--- src/rtl/rc_pkg.sv ---
// Shared reservoir-computing types, sizes and helpers.
// Used by the readout, the reservoir and the weight trainer.
package rc_pkg;

  localparam int N_NEURONS  = 20;
  localparam int DATA_W     = 16;
  localparam int DATA_FRAC  = 8;
  localparam int WEIGHT_W   = 8;
  localparam int WEIGHT_FRAC = 6;
  localparam int ADDR_W     = 5;
  localparam int PROD_W     = 32;
  localparam int MU_SHIFT   = 20;

  localparam logic [15:0] ALT_SEED = 16'hACE1;

  typedef enum logic [2:0] {
    ST_INIT,
    ST_IDLE,
    ST_ERR,
    ST_UPDATE,
    ST_DONE
  } trainer_state_t;

  // Fibonacci x^16+x^14+x^13+x^11+1, left shift.
  function automatic logic [15:0] lfsr16_next(
    input logic [15:0] s
  );
    return {s[14:0], s[15] ^ s[13] ^ s[12] ^ s[10]};
  endfunction

  function automatic logic signed [15:0] sat16(
    input logic signed [16:0] v
  );
    if (v > 17'sd32767)
      return 16'sh7FFF;
    else if (v < -17'sd32768)
      return 16'sh8000;
    else
      return v[15:0];
  endfunction

  function automatic logic signed [7:0] sat8(
    input logic signed [PROD_W:0] v
  );
    if (v > 33'sd127)
      return 8'sh7F;
    else if (v < -33'sd128)
      return 8'sh80;
    else
      return v[7:0];
  endfunction

endpackage

--- src/rtl/rc_lfsr16.sv ---
// 16-bit Fibonacci LFSR with seed load and advance enable.
// A zero seed is replaced so the register never locks up.
module rc_lfsr16
  import rc_pkg::*;
#(
  parameter logic [15:0] P_ALT_SEED = ALT_SEED
) (
  input  logic        clk,
  input  logic        i_load,
  input  logic [15:0] i_seed,
  input  logic        i_en,
  output logic [15:0] o_state
);

  logic [15:0] r_state;

  // Load seed on reset, otherwise step when enabled.
  always_ff @(posedge clk) begin
    if (i_load)
      r_state <= (i_seed == 16'h0000) ? P_ALT_SEED : i_seed;
    else if (i_en)
      r_state <= lfsr16_next(r_state);
  end

  assign o_state = r_state;

endmodule

--- src/rtl/readout_weight_trainer.sv ---
// Owns the readout weights: LFSR init after reset,
// then one LMS step per accepted training sample.
module readout_weight_trainer
  import rc_pkg::*;
#(
  parameter int          N_NEURONS = rc_pkg::N_NEURONS,
  parameter int          MU_SHIFT  = rc_pkg::MU_SHIFT,
  parameter logic [15:0] ALT_SEED  = rc_pkg::ALT_SEED
) (
  input  logic                        clk,
  input  logic                        rst,
  input  logic                        training,
  input  logic [15:0]                 seed,
  input  logic [DATA_W*N_NEURONS-1:0] x_flat,
  input  logic [DATA_W-1:0]           y_target,
  input  logic [DATA_W-1:0]           y_out,
  input  logic                        sample_valid,
  output logic                        sample_ready,
  output logic                        w_we,
  output logic [ADDR_W-1:0]           w_addr,
  output logic [WEIGHT_W-1:0]         w_data,
  output logic                        update_done
);

  localparam logic [ADDR_W-1:0] LAST_IDX =
    ADDR_W'(N_NEURONS - 1);

  trainer_state_t r_state;
  logic [ADDR_W-1:0] r_idx;
  logic signed [WEIGHT_W-1:0] r_w [N_NEURONS];

  logic [DATA_W*N_NEURONS-1:0] r_x;
  logic signed [DATA_W-1:0] r_yt;
  logic signed [DATA_W-1:0] r_yo;
  logic signed [DATA_W-1:0] r_err;

  logic r_we;
  logic [ADDR_W-1:0] r_addr;
  logic [WEIGHT_W-1:0] r_data;
  logic r_ready;
  logic r_done;

  logic [15:0] w_lfsr_state;
  logic [15:0] w_lfsr_next;
  logic w_lfsr_en;

  logic signed [DATA_W:0] w_diff;
  logic signed [DATA_W-1:0] w_err_now;
  logic signed [DATA_W-1:0] w_err_use;
  logic signed [DATA_W-1:0] w_xi;
  logic signed [PROD_W-1:0] w_prod;
  logic signed [PROD_W-1:0] w_delta;
  logic signed [WEIGHT_W-1:0] w_wi;
  logic signed [PROD_W:0] w_sum;
  logic signed [WEIGHT_W-1:0] w_wnew;
  logic w_accept;

  assign w_lfsr_en = (r_state == ST_INIT) && !rst;
  assign w_lfsr_next = lfsr16_next(w_lfsr_state);

  rc_lfsr16 #(
    .P_ALT_SEED (ALT_SEED)
  ) u_lfsr (
    .clk     (clk),
    .i_load  (rst),
    .i_seed  (seed),
    .i_en    (w_lfsr_en),
    .o_state (w_lfsr_state)
  );

  // Error is formed at 17 bits so the clamp sees true overflow.
  assign w_diff = {r_yt[DATA_W-1], r_yt}
                - {r_yo[DATA_W-1], r_yo};
  assign w_err_now = sat16(w_diff);

  // Neuron 0 is updated in the ERR cycle, before r_err lands.
  assign w_err_use = (r_state == ST_ERR) ? w_err_now : r_err;

  assign w_xi = r_x[DATA_W*int'(r_idx) +: DATA_W];

  // The one multiplier, shared by all neurons in turn.
  assign w_prod =
    $signed({{(PROD_W-DATA_W){w_err_use[DATA_W-1]}}, w_err_use})
  * $signed({{(PROD_W-DATA_W){w_xi[DATA_W-1]}}, w_xi});

  assign w_delta = w_prod >>> MU_SHIFT;

  assign w_wi = r_w[r_idx];
  assign w_sum = {w_delta[PROD_W-1], w_delta}
               + {{(PROD_W+1-WEIGHT_W){w_wi[WEIGHT_W-1]}}, w_wi};
  assign w_wnew = sat8(w_sum);

  assign w_accept = sample_valid && r_ready;

  // Trainer FSM with registered weight-port outputs.
  always_ff @(posedge clk) begin
    if (rst) begin
      r_state <= ST_INIT;
      r_idx   <= '0;
      r_we    <= 1'b0;
      r_addr  <= '0;
      r_data  <= '0;
      r_ready <= 1'b0;
      r_done  <= 1'b0;
      r_x     <= '0;
      r_yt    <= '0;
      r_yo    <= '0;
      r_err   <= '0;
      for (int i = 0; i < N_NEURONS; i++)
        r_w[i] <= '0;
    end else begin
      unique case (r_state)
        ST_INIT: begin
          r_w[r_idx] <= w_lfsr_next[WEIGHT_W-1:0];
          r_we    <= 1'b1;
          r_addr  <= r_idx;
          r_data  <= w_lfsr_next[WEIGHT_W-1:0];
          r_ready <= 1'b0;
          r_done  <= 1'b0;
          if (r_idx == LAST_IDX) begin
            r_idx   <= '0;
            r_state <= ST_IDLE;
          end else begin
            r_idx <= r_idx + 1'b1;
          end
        end
        ST_IDLE: begin
          r_we    <= 1'b0;
          r_done  <= 1'b0;
          r_ready <= 1'b1;
          if (w_accept) begin
            r_x  <= x_flat;
            r_yt <= y_target;
            r_yo <= y_out;
            if (training) begin
              r_ready <= 1'b0;
              r_idx   <= '0;
              r_state <= ST_ERR;
            end
          end
        end
        ST_ERR, ST_UPDATE: begin
          if (r_state == ST_ERR)
            r_err <= w_err_now;
          r_w[r_idx] <= w_wnew;
          r_we   <= 1'b1;
          r_addr <= r_idx;
          r_data <= w_wnew;
          if (r_idx == LAST_IDX) begin
            r_idx   <= '0;
            r_state <= ST_DONE;
          end else begin
            r_idx   <= r_idx + 1'b1;
            r_state <= ST_UPDATE;
          end
        end
        ST_DONE: begin
          r_we    <= 1'b0;
          r_done  <= 1'b1;
          r_state <= ST_IDLE;
        end
        default: begin
          r_state <= ST_INIT;
          r_idx   <= '0;
        end
      endcase
    end
  end

  assign sample_ready = r_ready;
  assign w_we         = r_we;
  assign w_addr       = r_addr;
  assign w_data       = r_data;
  assign update_done  = r_done;

endmodule

--- config.mk ---
export PLATFORM = sky130hd
export DESIGN_NAME = readout_weight_trainer
export DESIGN_NICKNAME = d
export VERILOG_FILES = /design/src/rtl/rc_pkg.sv /design/src/rtl/rc_lfsr16.sv /design/src/rtl/readout_weight_trainer.sv
export SDC_FILE = /design/constraint.sdc
export NUM_CORES = 2
export LEC_CHECK = 0
export ABC_AREA = 1
export CAP_MARGIN = 20
export CELL_PAD_IN_SITES_DETAIL_PLACEMENT = 0
export CELL_PAD_IN_SITES_GLOBAL_PLACEMENT = 1
export CORE_UTILIZATION = 35
export DETAILED_ROUTE_END_ITERATION = 12
export PLACE_DENSITY_LB_ADDON = 0.25
export REMOVE_ABC_BUFFERS = 1
export SLEW_MARGIN = 20
export SYNTH_ARGS = -nofsm -noshare
export SYNTH_HDL_FRONTEND = slang
export SYNTH_SLANG_ARGS = --single-unit
--- constraint.sdc ---
create_clock -name clk -period 12.73 [get_ports clk]
set_input_delay 2.546 -clock clk [delete_from_list [all_inputs] [get_ports clk]]
set_output_delay 2.546 -clock clk [all_outputs]
set_load 0.05 [all_outputs]
Word level (Yosys, flattened, before mapping):

Memories as Yosys holds them, arrays and structs flattened. A register that Yosys moved wholly into a read port is not among the register bits.
Cells that the tools add are included.

* logic and storage cells: 90
* bits in writable memories: 160
* output and inout port bits: 16
* memories: 1
* register bits after elaboration: 408

* $mul: 1
* order comparisons: 4
* equal/unequal tests: 8
* reductions and logical operators: 18
* shift operators: 1
* bitwise operators: 5
* add/sub/neg operators: 3
* muxes and demuxes: 37

Memory list
* r_w: depth 20, bits a word 8, read ports 1, clocked after memory_dff 1, write ports 20, RTL line readout_weight_trainer.sv:30 `logic signed [WEIGHT_W-1:0] r_w [N_NEURONS];`

Operator list (number)
* 320-bit by 10-bit variable part select with 16-bit output: 1
* 16-bit 2-to-1 mux: 6
* 16-bit by 16-bit multiplier with 32-bit output: 1
* 8-bit 2-to-1 mux: 4
* 5-bit 2-to-1 mux: 6
* 17-bit by 16-bit > comparator with 1-bit output, second input constant: 1
* 17-bit by 16-bit < comparator with 1-bit output, second input constant: 1
* 16-bit by 16-bit subtractor with 17-bit output: 1
* 16-bit logical NOT: 1
* 8-bit one-hot mux with 2 select lines: 1
* 5-bit one-hot mux with 3 select lines: 1
* 12-bit by 8-bit adder with 13-bit output: 1
* 13-bit by 8-bit > comparator with 1-bit output, second input constant: 1
* 13-bit by 8-bit < comparator with 1-bit output, second input constant: 1
* 3-bit 2-to-1 mux: 4
* 3-bit one-hot mux with 4 select lines: 1
* 1-bit 2-to-1 mux: 11
* 2-bit nonzero test: 5
* 8-bit OR reduction: 1
* 3-bit by 2-bit equality test with 1-bit output, second input constant: 2
* 1-bit one-hot mux with 2 select lines: 3
* 3-bit AND reduction: 2
* 2-bit OR reduction: 3
* 5-bit by 1-bit adder with 5-bit output, second input constant: 1
* 13 further kinds: 17

Longest topological paths before layout:

* word-level depth: 12
* depth in mapped cells: 61
* depth with buffers taken out: 60

Cells and area by module:

From an unflattened synthesis, not the netlist that was laid out.

* cell total of the unflattened synthesis: 4802
* area total of the unflattened synthesis: 39793.2 sq um

By module, submodules not included
* readout_weight_trainer: instances 1, area an instance 38956.1 sq um, cells an instance 4702
* rc_lfsr16: instances 1, area an instance 837.1 sq um, cells an instance 100

Worst setup path before layout:

No wires, ideal clock.

* kind: register -> register
* start: register r_yt[0]
* end: memory r_w[10][0] (data pin)
* buffers on the path: 3
* path slack: 3474 ps
* stages on the path, launching flop included: 53
* arrival time: 8991 ps
* cell sequence: dfxtp_1 > inv_1 > ha_1 > fa_1 > o21ai_1 > nand3_1 > nand2_1 > nand2_1 > nand2_1 > nand2_1 > nand2_1 > nand2_1 > inv_1 > clkbuf_1 > o21ai_0 > o21ai_1 > buf_2 > nor2_1 > [17 not listed] > xor2_1 > ha_1 > fa_1 > nand3_1 > nand2_1 > a21oi_1 > o21ai_1 > nand3_1 > nand2_1 > xnor2_1 > nand4_1 > o21ai_2 > nand2_1 > nand2_1 > nand2_1 > inv_2 > buf_6 > nor2_2

RTL lines
* start: declaration: RTL line readout_weight_trainer.sv:33 `logic signed [DATA_W-1:0] r_yt;`
* start signal: assignment: RTL line readout_weight_trainer.sv:133 `r_yt <= y_target;`
* end: declaration: RTL line readout_weight_trainer.sv:30

==> metrics.md <==
| Metric | Value |
|---|---|
| DRT iter0 DRCs | 2758 |
| P&R area growth vs syn | 19.2% |
| Post-Route Skew | 0.0715 ns |
| NumNets Final | 5741 |
| Seq/Total Area, Yosys | 40.6% |
| Initial antenna violation count | 14 |
| Number of global-route vias before repair | 34000 |
| CTS root buf | clkbuf_16 |
| Io pins | 388 |
| Chip Width | 339 um |
| Finished Cell Area | 0.0473 sq mm |
| Share of synthesized registers carrying an async set or reset | 0% |
| Final slew viol count | 0 |
| Worst-path fanout max | 126 |
| Clk buf depth | 3 |
| CTS HTree Levels | 3 |
| Post-CTS Setup Repair Bufs | 0 |
| Wire per inst | 20.4 um |
| CTS tree | built |
| Worst path slowest cell | dfxtp_4 |
| Slew headroom | 21.1% |
| Max incr delay on CP | 0.66 ns |
| Endpoints failing setup | 0 |
| RSZ-0062 raised after global routing | false |
| Dpl cell area | 0.0447 sq mm |
| Final Hold Vio Count | 0 |
| FMAX | 89.8 MHz |
| Crit path required time | 13.12 ns |
| Min Tclk post-route | 11.13 ns |
| Worst-Skew Late Latency | 0.69 ns |
| Die Y | 339 um |
| Via/cell ratio | 5.14 |
| Tot GR Track Use | 23.3% |
| Worst slew pin tran | 1.18 ns |
| Detail Route Antenna Nets | 0 |
| Leakage | 0.0195 uW |
| Global placement routability congestion | 0.909 |
| HP Class | register to register |
| Post-synth EDFFs | 272 |
| TritonCTS buffer count | 76 |
| TritonRoute pass-1 iters | 5 |
| Arrival time worst endpoint | 11.53 ns |
| Hold_ws | 0.457 ns |
| Flops & latches, synth | 669 |
| Share of layout cells above drive strength 1 | 7.44% |
| Period utilization | 87.4% |
| Crit Path Class | register to register |
| DRC Markers | 0 |
| Largest net degree at the start of global routing | 254 |
| Worst setup EP type | register |
| Mean cell area of the mapped netlist | 8.34 sq um |
| Die area | 0.115 sq mm |
| Pre-CTS WS | 1.67 ns |
| Global-route wire length before repair | 206000 um |
| Clock sink count | 669 |
| Routed via count | 33700 |
| Initial Utilization | 35.3% |
| Yosys Warn Count | 0 |
| Core Area | 0.112 sq mm |
| Clock transition at path regs | 0.06 ns |
| Post-Synthesis Cell Area | 0.0397 sq mm |
| Max cap viols | 0 |
| Setup WS post-layout | 1.60 ns |
| Setup TNS | 0 ns |
| Mapped Cells | 4763 |
| Top FF cell, synth | dfxtp_1 |
| Post-CTS Hold Buffers | 0 |
| Max VDD drop | 0.0000954 V |
| Startpoint Class | register |
| Dpl hpwl | 93800 um |
| # resized after CTS | 0 |
| Final wirelength | 134000 um |
| Cell Rows | 123 |
| Yosys cell types | 56 |
| Status | completed |
| Pwr per Cell Area | 145 mW/mm^2 |
| Total grt overflow | 0 |
| IO Port Bufs | 387 |
-- metrics by stage --
step / cells / utilization, % / power, uW
after floorplan: 4475 / - / 3760
after global placement: 6415 / 39.7 / 4610
after detailed placement: 6415 / 39.7 / 4610
after CTS: 6552 / 42.0 / 6910
after global routing: 6555 / 42.1 / 7240
final: 6556 / 42.1 / 6880
-- cell usage after synthesis (9+ instances only) --
master / number / area, sq um
a21oi_1: 185 / 926
a22o_1: 14 / 123
a22oi_1: 16 / 120
a31oi_1: 16 / 100
a32o_1: 44 / 440
a32oi_1: 9 / 78.8
buf_1: 12 / 45.0
buf_2: 53 / 265
buf_6: 15 / 169
clkbuf_1: 206 / 773
dfxtp_1: 397 / 7950
edfxtp_1: 272 / 8170
fa_1: 264 / 5290
ha_1: 112 / 1400
inv_1: 411 / 1540
inv_2: 28 / 105
nand2_1: 566 / 2120
nand3_1: 60 / 300
nor2_1: 1133 / 4250
nor2_2: 121 / 757
nor3_1: 11 / 55.1
o21ai_0: 588 / 2940
o21ai_1: 13 / 65.1
o21ai_2: 12 / 105
o221ai_1: 49 / 429
o22ai_1: 36 / 225
o311ai_0: 13 / 114
xnor2_1: 16 / 140
xor2_1: 21 / 184
-- final timing paths --
check | start | end | slack, ns | cells past startpoint
min reg2reg | r_x[128] | r_x[128] | 0.46 | 2
min | r_x[128] | r_x[128] | 0.46 | 2
max reg2reg | r_idx[0] | r_w[4][0] | 1.60 | 42
max | r_idx[0] | r_w[4][0] | 1.60 | 42
-- sequential cells by signal, indices dropped and copies added (netlist names), named ones only --
signal / count
sample_ready: 1
w_we: 1
r_yt: 16
u_lfsr.o_state: 16
r_state: 3
r_idx: 5
r_yo: 16
w_addr: 5
w_data: 8
r_x: 320
r_w: 256
update_done: 1
r_err: 16
-- logic make-up after synthesis --
group                    after synthesis  synth area share, %
adder cells (fa/ha/maj)              376                 16.8
buffers and inverters                735                 7.42
flip-flops                           669                 40.6
XOR/XNOR                              38                0.857
AO/OA/AOI/OAI                       1015                 14.7
AND/OR/NAND/NOR                     1930                 19.6
-- worst max-delay path: cells and delay by family, from the launching register on --
family	cells	cell delay, ns
adder cells (fa/ha/maj)	9	4.11
flip-flops	1	0.66
AO/OA/AOI/OAI	10	1.91
AND/OR/NAND/NOR	14	1.88
XOR/XNOR	2	0.39
buffers and inverters	7	1.72
-- layout make-up --
class | count | area (sq um)
clock buffer | 103 | 2160
antenna | 4 | 10.0
timing repair buffer | 440 | 4300
clock inverter | 34 | 469
fill | 11400 | 65200
multi-input combinational | 3359 | 20700
sequential | 669 | 16100
tap | 1500 | 1880
inverter | 447 | 1700
-- cells in the final DEF, fill, tap and decap left out, drive strengths merged, types with 3 or more instances in the layout --
cell,Yosys,layout
nand3,64,64
o22ai,36,36
a22o,14,14
clkinvlp,0,5
buf,82,54
diode,0,4
a31oi,16,16
o311ai,13,13
or2,6,6
bufinv,0,7
o21bai,3,3
o221ai,49,49
nor2,1256,1256
nand4,8,8
edfxtp,272,272
clkbuf,206,103
clkinv,7,27
ha,112,112
nand2,571,571
inv,440,442
xor2,22,22
dfxtp,397,397
fa,264,264
o21ai,613,613
o21a,5,5
clkdlybuf4s50,0,386
o211ai,3,3
nor3b,3,3
a22oi,16,16
a32oi,9,9
nor4,7,7
a32o,44,44
xnor2,16,16
nor3,12,12
a21oi,187,187
-- report_power, final --
group,switching (uW),internal [uW]
logic,1510,700
clock network,952,1350
registers,52.6,2320
total,2520,4360
-- routing by layer --
| layer | track usage [%] | routed length [um] | vias up |
|---|---|---|---|
| met5 | 0 | 131 | - |
| met4 | 6.83 | 3330 | 20 |
| met3 | 5.28 | 9530 | 191 |
| met2 | 38.0 | 63000 | 1004 |
| met1 | 30.7 | 57900 | 16500 |
| li1 | - | - | 16000 |
Power figures use the tool's default switching activity.
